===== config.mk =====
export PLATFORM = sky130hd
export DESIGN_NAME = reg_xfer_seq
export DESIGN_NICKNAME = d
export VERILOG_FILES = /design/src/rtl/reg_xfer_seq.sv
export SDC_FILE = /design/constraint.sdc
export NUM_CORES = 1
export LEC_CHECK = 0
export ABC_CLOCK_PERIOD_IN_PS = 1500
export CELL_PAD_IN_SITES_DETAIL_PLACEMENT = 2
export CELL_PAD_IN_SITES_GLOBAL_PLACEMENT = 2
export CORE_MARGIN = 2
export CORE_UTILIZATION = 20
export DETAILED_ROUTE_END_ITERATION = 12
export PLACE_DENSITY = 0.81
export SYNTH_ARGS = -nofsm -noshare
export SYNTH_HDL_FRONTEND = slang
export SYNTH_SLANG_ARGS = --single-unit

===== constraint.sdc =====
create_clock -name clk -period 1.5 [get_ports clk]
set_clock_uncertainty 0.2 [all_clocks]
set_input_delay 0.15 -clock clk [delete_from_list [all_inputs] [get_ports clk]]
set_output_delay 0.15 -clock clk [all_outputs]
set_load 0.05 [all_outputs]

===== src/rtl/reg_xfer_seq.sv =====
// Register-transfer micro-sequencer: decodes one command into 1 or 3 control steps.
// Optional build macro SEQ_REPEAT_EN repeats the step sequence cmd_cnt+1 times.
module reg_xfer_seq (
  input  logic       clk,
  input  logic       rst,
  input  logic       cmd_valid,
  input  logic [2:0] cmd_op,
  input  logic [1:0] cmd_alu,
  input  logic [3:0] cmd_cnt,
  output logic       cmd_ready,
  output logic       xfer,
  output logic [1:0] src_sel,
  output logic [1:0] alu_op,
  output logic [1:0] as_ctrl,
  output logic [2:0] load,
  output logic       busy,
  output logic       done
);

  localparam int unsigned OP_W   = 3;
  localparam int unsigned ALU_W  = 2;
  localparam int unsigned STEP_W = 2;
  localparam int unsigned CNT_W  = 4;

  localparam logic [1:0] S_IDLE = 2'd0;
  localparam logic [1:0] S_EXEC = 2'd1;
  localparam logic [1:0] S_DONE = 2'd2;

  localparam logic [OP_W-1:0] OP_INC_A   = 3'b001;
  localparam logic [OP_W-1:0] OP_DEC_B   = 3'b010;
  localparam logic [OP_W-1:0] OP_ALU_C   = 3'b011;
  localparam logic [OP_W-1:0] OP_MOV_AB  = 3'b100;
  localparam logic [OP_W-1:0] OP_MOV_BA  = 3'b101;
  localparam logic [OP_W-1:0] OP_SWAP_AB = 3'b110;
  localparam logic [OP_W-1:0] OP_CLR_ALL = 3'b111;

  logic [1:0]        state_q, state_d;
  logic [OP_W-1:0]   op_q, op_d;
  logic [ALU_W-1:0]  alu_q, alu_d;
  logic [STEP_W-1:0] step_q, step_d;
  logic [STEP_W-1:0] last_step;
  logic              repeat_more;

`ifdef SEQ_REPEAT_EN
  logic [CNT_W-1:0]  cnt_q, cnt_d;
  logic [CNT_W-1:0]  rep_q, rep_d;
  assign repeat_more = (rep_q != cnt_q);
`else
  logic unused_cnt;
  assign unused_cnt  = ^cmd_cnt;
  assign repeat_more = 1'b0;
`endif

  // SWAP is the only three-step opcode
  assign last_step = (op_q == OP_SWAP_AB) ? STEP_W'(2) : STEP_W'(0);

  // Next-state logic and combinational step decode
  always_comb begin
    state_d   = state_q;
    op_d      = op_q;
    alu_d     = alu_q;
    step_d    = step_q;
`ifdef SEQ_REPEAT_EN
    cnt_d     = cnt_q;
    rep_d     = rep_q;
`endif
    cmd_ready = 1'b0;
    busy      = 1'b0;
    done      = 1'b0;
    xfer      = 1'b0;
    src_sel   = 2'b00;
    alu_op    = 2'b00;
    as_ctrl   = 2'b00;
    load      = 3'b000;

    case (state_q)
      S_IDLE: begin
        cmd_ready = 1'b1;
        if (cmd_valid) begin
          op_d    = cmd_op;
          alu_d   = cmd_alu;
          step_d  = STEP_W'(0);
`ifdef SEQ_REPEAT_EN
          cnt_d   = cmd_cnt;
          rep_d   = CNT_W'(0);
`endif
          state_d = S_EXEC;
        end
      end

      S_EXEC: begin
        busy = 1'b1;
        case (op_q)
          OP_INC_A:  load = 3'b001;
          OP_DEC_B: begin
            as_ctrl = 2'b10;
            load    = 3'b010;
          end
          OP_ALU_C: begin
            alu_op = alu_q;
            load   = 3'b100;
          end
          OP_MOV_AB: begin
            xfer = 1'b1;
            load = 3'b010;
          end
          OP_MOV_BA: begin
            xfer    = 1'b1;
            src_sel = 2'b01;
            load    = 3'b001;
          end
          OP_SWAP_AB: begin
            xfer = 1'b1;
            case (step_q)
              STEP_W'(0): begin
                src_sel = 2'b00;
                load    = 3'b100;
              end
              STEP_W'(1): begin
                src_sel = 2'b01;
                load    = 3'b001;
              end
              default: begin
                src_sel = 2'b10;
                load    = 3'b010;
              end
            endcase
          end
          OP_CLR_ALL: begin
            xfer    = 1'b1;
            src_sel = 2'b11;
            load    = 3'b111;
          end
          default: ;
        endcase

        // End of a pass: either restart for another repeat or finish
        if (step_q == last_step) begin
          step_d = STEP_W'(0);
          if (repeat_more) begin
`ifdef SEQ_REPEAT_EN
            rep_d = rep_q + CNT_W'(1);
`endif
          end else begin
            state_d = S_DONE;
          end
        end else begin
          step_d = step_q + STEP_W'(1);
        end
      end

      S_DONE: begin
        busy    = 1'b1;
        done    = 1'b1;
        state_d = S_IDLE;
      end

      default: state_d = S_IDLE;
    endcase
  end

  always_ff @(posedge clk) begin
    if (rst) begin
      state_q <= S_IDLE;
      op_q    <= '0;
      alu_q   <= '0;
      step_q  <= '0;
`ifdef SEQ_REPEAT_EN
      cnt_q   <= '0;
      rep_q   <= '0;
`endif
    end else begin
      state_q <= state_d;
      op_q    <= op_d;
      alu_q   <= alu_d;
      step_q  <= step_d;
`ifdef SEQ_REPEAT_EN
      cnt_q   <= cnt_d;
      rep_q   <= rep_d;
`endif
    end
  end

endmodule

# Yosys cells after proc, flatten, opt, wreduce, memory -nomap -nowiden
# Index checks and enable logic that the tools add are counted.
[word_totals]
wordCells = 50
regBits = 9
output_inout_bits = 13
[classes]
addsub = 1
eq_ne = 13
n_reduce_logical = 10
mux = 22
[op_table]
columns = ["operator", "count"]
rows = [
  ["$mux W2", 10],
  ["$pmux W3 S5", 1],
  ["$eq A3 B3 Y1 const B", 4],
  ["$pmux W2 S2", 3],
  ["$eq A3 B2 Y1 const B", 2],
  ["$pmux W2 S3", 1],
  ["$pmux W3 S2", 1],
  ["$reduce_and A2 Y1", 3],
  ["$reduce_or A2 Y1", 3],
  ["$mux W1", 5],
  ["$eq A2 B1 Y1 const B", 2],
  ["$logic_not A2 Y1", 2],
  ["$ne A2 B2 Y1 const B", 2],
  ["$reduce_or A4 Y1", 1],
  ["$eq A3 B1 Y1 const B", 1],
  ["$mux W3", 1],
  ["$add A2 B1 Y2 const B", 1],
  ["$eq A2 B2 Y1", 1],
  ["$eq A2 B2 Y1 const B", 1],
  ["$reduce_bool A2 Y1", 1],
]

# Longest topological paths before layout
# Gate-level depths: netlist of run 1.
[depth]
word_depth = 5
depth_mapped = 7
depth_no_buf = 6

# Worst setup path after synthesis of run 1
# OpenSTA, ideal clock, no wires.
[synth_path]
kind = "flip-flop to output port"
startpoint = "reg state_q[1]"
endpoint = "out src_sel[0]"
required_ns = 1.150
stages_incl_launch_ff = 6
t_arrival_ns = 2.047
path_slack_ns = -0.897
path_cell_list = "dfxtp_1 > inv_1 > ha_1 > clkbuf_1 > and2_1 > nor2b_1"
[synth_via]
elab_chain_cells = 2
[synth_lines]
columns = ["item", "line_no", "source"]
rows = [
  ["start: declaration", "37", "logic [1:0] state_q, state_d;"],
  ["start signal: assignment", "173", "state_q <= state_d;"],
  ["$eq A2 B1 Y1", "76", "case (state_q)"],
  ["$mux W2", "76", ""],
  ["end: declaration", "12", "output logic [1:0] src_sel,"],
]
# Every way passes these cells.

# Final worst setup path of run 1
[layout_path]
startpoint = "reg state_q[1]"
endpoint = "out alu_op[1]"
[layout_via]
elab_chain_cells = 2
[layout_lines]
columns = ["item", "line_no", "source"]
rows = [
  ["$eq A2 B1 Y1", "76", ""],
  ["$mux W2", "76", ""],
  ["end: declaration", "13", "output logic [1:0] alu_op,"],
]
# Every way passes these cells.

==> results of run 1 <==
## registers in the layout, indices dropped and copies added (netlist names)
signal	cells
alu_q	2
step_q	2
state_q	2
op_q	3
## worst max-delay path, stage by stage, from the launching register on
cell     delay (ns)
dfxtp_2        0.34
inv_4          0.07
ha_4           0.17
nand2_4        0.07
nor2_4         0.11
and3_4         0.22
buf_12         0.13
## worst max-delay path by stage
| stage | startpoint | end | cells past startpoint |
|---|---|---|---|
| global placement | cmd_valid | state_q[0] | 4 |
| detailed placement | cmd_valid | step_q[1] | 5 |
| floorplan | state_q[1] | src_sel[0] | 5 |
| global route | step_q[0] | src_sel[1] | 5 |
| finish | state_q[1] | alu_op[1] | 6 |
| CTS | step_q[0] | src_sel[1] | 5 |
## kinds of logic after synthesis
logic type,synth area share
and+or+nand+nor,0.282
DFF,0.275
other,0.00572
xor gates and xnor gates,0.0248
buffers and inverters,0.109
AOI/OAI and AO/OA,0.170
adders and majority gates,0.134
## through the flow
| step | area (um2) | cells | setup slack [ns] | power (W) | util |
|---|---|---|---|---|---|
| final | 1560 | 171 | -0.247 | 0.00190 | 0.507 |
| after global placement | 1160 | 156 | -0.0162 | 0.00121 | 0.378 |
| after floorplan | 751 | 85 | -0.0917 | 0.000926 | - |
| after CTS | 1390 | 167 | -0.232 | 0.00163 | 0.450 |
| after global routing | 1560 | 171 | -0.312 | 0.00200 | 0.507 |
| after detailed placement | 1160 | 156 | -0.0862 | 0.00124 | 0.378 |
## cell type report
cell class	instances	area, um2	area share
clock buffers	4	26.3	0.0168
inverters	8	40.0	0.0256
multi-input cells	61	708	0.454
flip-flops and latches	9	194	0.124
well taps	44	55.1	0.0353
repair buffers	45	538	0.345
## cell usage after synthesis, drive strengths merged, types with 2 or more instances
library cell / n
o21ai: 3
o2111ai: 2
nand2: 9
ha: 7
and3: 2
inv: 8
nor3: 4
buf: 6
a21oi: 10
nor2: 8
dfxtp: 9
nand3: 6
## what timing repair did
action	CTS	global route
buffers inserted	7	5
gates resized for setup	36	35
pin swaps	12	22
hold buffers	0	0
endpoints found under the hold margin	0	0
endpoints found under the setup margin	13	20
## layer usage
metal	part of all wire	GRT usage	vias to the layer above
met1	0.45	0.180	383
met3	0.014	0.0126	2
met5	0	0	-
met4	0.013	0.0839	0
li1	-	-	371
met2	0.52	0.299	15
## power by group through the flow
stage	sequential, W	combinational (W)	clock [W]
after floorplan	0.000312	0.000614	0
after global placement	0.000324	0.000881	0
after detailed placement	0.000331	0.000914	0
after CTS	0.000334	0.00109	0.000205
after global routing	0.000341	0.00143	0.000230
final	0.000336	0.00136	0.000211
==> reports/results.txt, run 1 <==
Tcrit/Tclk final: 1.16
Post-synth EDFFs: 0
Post-route minimum period: 1.75 ns
NetSw: 0.000864 W
Io pins: 25
Most frequent cells in the layout: buf_4, buf_12, buf_6
Sequential share of power: 0.176
Setup TNS: -2.64 ns
Vias per inst: 4.51
Core area: 3080 um2
CTS tree: built
Gr usage total: 0.161
Final worst slack: -0.247 ns
Starting Density: 0.213
Initial drt markers: 21
Worst min-delay path class: input port to register
Worst Path Arrival: 1.40 ns
RSZ-0062 raised after global routing: yes
Net Count, Synth: 104
Synthesized cell area: 656 um2
Fraction of registers with async set or reset after synthesis: 0
Vias in the first global route: 852
WP data required: 1.15 ns
Root Driver: clkbuf_4
Largest area contributor in the netlist: dfxtp_1
Grt ovf: 0
First-pass GRT wire length: 4310 um
Post-route ant nets: 0
Most common cell after layout, fill and taps aside: buf_4
IO Port Bufs: 19
Pint: 0.00104 W
Synth warn: 0
Drt wl/cell: 18.0 um
Routed via count: 771
Hold path depth: 3
Top-area cell type share of the netlist area: 0.275
Worst skew pair latency: 0.28 ns
Routed WL: 3090 um
Max-cap violations: 0
Peak VDD IR: 0.745 mV
Initial antenna violation count: 0
GP Congestion: 0.731
Post-layout net count: 147
P_leak: 0.632 nW
Detail Placement HPWL: 1850 um
R2R Setup Slk: -0.17 ns
Mapped Cells: 85
PwrDens: 1220 nW/um2
Die H: 61.3 um
H-Tree Depth: 1
Min Hold Slack: 0.263 ns
Cell count of the worst reg-to-reg path: 9
Row count: 20
Max clock buf depth: 2
Worst Hold End: alu_q[1]
Crit path launch type: register
Endpoints failing setup: 18
CTS Buf Count: 3
Hold wc startpoint: cmd_alu[1]
Pre-Repair DR Iteration Count: 2
Max-slew violation count: 0
Die X: 61.3 um
Final hold vios: 0
# fillers: 322
Clk pwr share: 0.111
# diodes: 0
Post-synth cell types: 29
Sw Ratio: 0.454
Flop and latch count out of synthesis: 9
Reg2reg end: state_q[1]
Reg-to-Reg Start: state_q[1]
Area Growth Syn to Fin: 138%
Drt drc: 0
Post-synthesis area per instance: 7.71 um2
Setup CP Type: register to output port
Top achievable clock speed: 0.572 GHz
Largest net degree at the start of global routing: 8
Die area: 3750 um2
Sequential-to-total area share from yosys stat: 0.275
Critical Path Sink Type: output port
Comb pwr share: 0.713
Clock transition at path regs: 0.08 ns
Total clock sinks: 9
Share of cells above drive strength 1: 0.772
Run status: finished, violations left
Synth top area cells: dfxtp_1, ha_1, a21oi_1, nand2_1, nand3_1
Primary FF master, synth: dfxtp_1
Failing checks: setup timing
Crit path max fanout: 5
Note: power is estimated with default switching activity, not from simulation.
==> inputs of run 2 (changes only) <==
==> config.mk (replaced) <==
export PLATFORM = sky130hd
export DESIGN_NAME = reg_xfer_seq
export DESIGN_NICKNAME = d
export VERILOG_FILES = /design/src/rtl/reg_xfer_seq.sv
export SDC_FILE = /design/constraint.sdc
export NUM_CORES = 1
export LEC_CHECK = 0
export ABC_CLOCK_PERIOD_IN_PS = 2000
export CELL_PAD_IN_SITES_DETAIL_PLACEMENT = 2
export CELL_PAD_IN_SITES_GLOBAL_PLACEMENT = 2
export CORE_MARGIN = 2
export CORE_UTILIZATION = 23
export DETAILED_ROUTE_END_ITERATION = 12
export HOLD_SLACK_MARGIN = 0.03
export PLACE_DENSITY = 0.75
export SYNTH_ARGS = -nofsm -noshare
export SYNTH_HDL_FRONTEND = slang
export SYNTH_SLANG_ARGS = --single-unit
==> constraint.sdc (replaced) <==
create_clock -name clk -period 2 [get_ports clk]
set_clock_uncertainty 0.2 [all_clocks]
set_input_delay 0.2 -clock clk [delete_from_list [all_inputs] [get_ports clk]]
set_output_delay 0.2 -clock clk [all_outputs]
set_load 0.05 [all_outputs]
==> reports/results.txt, run 2 (same netlist as run 1, synthesis figures left out) <==
Reg-to-Reg Start: state_q[0]
Post-CTS sizing: 4 (-89%)
CTS Buf Count: 3 (unchanged)
Peak VDD IR: 0.644 mV (-14%)
Io pins: 25 (unchanged)
Vias in the first global route: 711 (-17%)
Total clock sinks: 9 (unchanged)
Largest Register: op_q
Cell count of the worst reg-to-reg path: 7 (-2)
Sequential share of power: 0.253 (+0.077)
Hold path depth: 2 (-1)
# fillers: 305 (-5.3%)
Die H: 57.4 um (-6.3%)
Pint: 0.000530 W (-49%)
Largest register FFs: 3 (unchanged)
Crit path max fanout: 6 (+1)
PwrDens: 929 nW/um2 (-24%)
# diodes: 0 (unchanged)
Gr usage total: 0.135 (-0.0254)
Largest net degree at the start of global routing: 11 (+3)
Reg2reg end: step_q[1]
Drt wl/cell: 14.6 um (-19%)
GP Congestion: 0.715 (-2.2%)
Routed WL: 1980 um (-36%)
RSZ-0062 raised after global routing: yes
Most frequent cells in the layout: buf_12, a21oi_1, nand2_1
Most common cell after layout, fill and taps aside: buf_12
Worst skew pair latency: 0.27 ns (about the same)
Sw Ratio: 0.451 (-0.00305)
NetSw: 0.000435 W (-50%)
Worst Hold End: alu_q[0]
Run status: completed
First-pass GRT wire length: 3230 um (-25%)
Row count: 19 (-5.0%)
H-Tree Depth: 1 (unchanged)
Clk pwr share: 0.153 (+0.042)
Pre-CTS WS: 0.259 ns (+0.345 ns)
Crit path launch type: register
Final hold vios: 0 (unchanged)
Worst Path Arrival: 1.50 ns (+0.10 ns)
Clock transition at path regs: 0.06 ns (-0.02 ns)
Drt drc: 0 (unchanged)
Setup CP Type: register to output port
Share of cells above drive strength 1: 0.305 (-0.467)
Comb pwr share: 0.594 (-0.119)
Core area: 2730 um2 (-11%)
Max clock buf depth: 2 (unchanged)
Hold_buf cts: 0 (unchanged)
Routed via count: 644 (-16%)
Max-cap violations: 0 (unchanged)
Tcrit/Tclk final: 0.952
Critical Path Sink Type: output port
Final worst slack: 0.0955 ns (+0.343 ns)
Worst min-delay path class: register to register
WP data required: 1.60 ns (+0.45 ns)
IO Port Bufs: 19 (unchanged)
Starting Density: 0.240 (+0.0268)
Total power: 0.000964 W (-49%)
Pre-Repair DR Iteration Count: 2 (unchanged)
Endpoints failing setup: 0 (-18)
Grt ovf: 0 (unchanged)
P_leak: 0.449 nW (-29%)
Setup Fix Bufs, Post-CTS: 0 (-7)
Vias per inst: 4.74 (+5.0%)
Detail Placement HPWL: 1560 um (-15%)
Initial antenna violation count: 0 (unchanged)
Post-layout net count: 125 (-15%)
Max-slew violation count: 0 (unchanged)
Initial drt markers: 2 (-90%)
Area Growth Syn to Fin: 58.4%
Post-route minimum period: 1.90 ns
R2R Setup Slk: 0.28 ns (+0.45 ns)
Top achievable clock speed: 0.525 GHz
Die X: 57.4 um (-6.3%)
CTS tree: built
Root Driver: clkbuf_4
Hold wc startpoint: alu_q[0]
Die area: 3290 um2 (-12%)
Post-route ant nets: 0 (unchanged)
run 2: cell count changes in the layout (fill, tap and decap cells not counted), moves of 5 or more:
cell,delta
buf_6,-10
buf_4,-11
a21oi_2,-5
nand2_4,-6
nor2_4,-5
a21oi_1,+7
ha_1,+5
nand2_1,+8
nor2_1,+5
dfxtp_1,+6
run 2: cell type report:
| class | instances | area, um2 | share of cell area |
|---|---|---|---|
| multi-input combinational | 61 | 434 | 0.418 |
| timing repair buffer | 23 | 328 | 0.316 |
| sequential | 9 | 181 | 0.175 |
| tap | 31 | 38.8 | 0.0373 |
| inverter | 8 | 30.0 | 0.0289 |
| clock buffer | 4 | 26.3 | 0.0253 |
run 2: power groups by stage:
stage | logic (W) | clock network, W | registers (W)
after floorplan | 0.000369 | 0 | 0.000225
after global placement | 0.000552 | 0 | 0.000241
after detailed placement | 0.000568 | 0 | 0.000243
after CTS | 0.000583 | 0.000155 | 0.000243
after global routing | 0.000613 | 0.000162 | 0.000250
final | 0.000573 | 0.000147 | 0.000244
run 2: routing by layer:
metal | GRT usage | vias to the layer above | wire, um
li1 | - | 322 | -
met1 | 0.147 | 305 | 802
met2 | 0.234 | 12 | 1080
met3 | 0.0295 | 5 | 52
met4 | 0.0897 | 0 | 45
met5 | 0 | - | 0
run 2: critical path, stage by stage, from the launching register on:
cell	delay (ns)
dfxtp_1	0.31
buf_4	0.15
ha_1	0.20
nor2_2	0.14
nor2_1	0.08
nor3_2	0.18
buf_12	0.17
run 2: how the worst max path moves through the flow:
stage | startpoint | end | slack (ns) | cells past startpoint
2_1_floorplan | state_q[1] | src_sel[0] | -0.23 | 5
3_3_place_gp | state_q[1] | alu_op[1] | 0.27 | 6
3_5_place_dp | state_q[1] | alu_op[0] | 0.26 | 6
4_1_cts | step_q[0] | load[1] | 0.04 | 6
5_1_grt | step_q[1] | load[1] | -0.004 | 6
6_report | step_q[0] | load[1] | 0.1 | 6
run 2: stage by stage:
stage | std cells | util | hold slack [ns] | cell area (um2) | TNS (ns)
finish | 136 | 0.380 | 0.265 | 1040 | 0
global route | 136 | 0.380 | 0.276 | 1040 | -0.00411
CTS | 136 | 0.379 | 0.267 | 1040 | 0
detailed placement | 132 | 0.363 | 0.257 | 993 | 0
global placement | 132 | 0.363 | 0.239 | 993 | 0
floorplan | 85 | - | 0.147 | 668 | -0.226
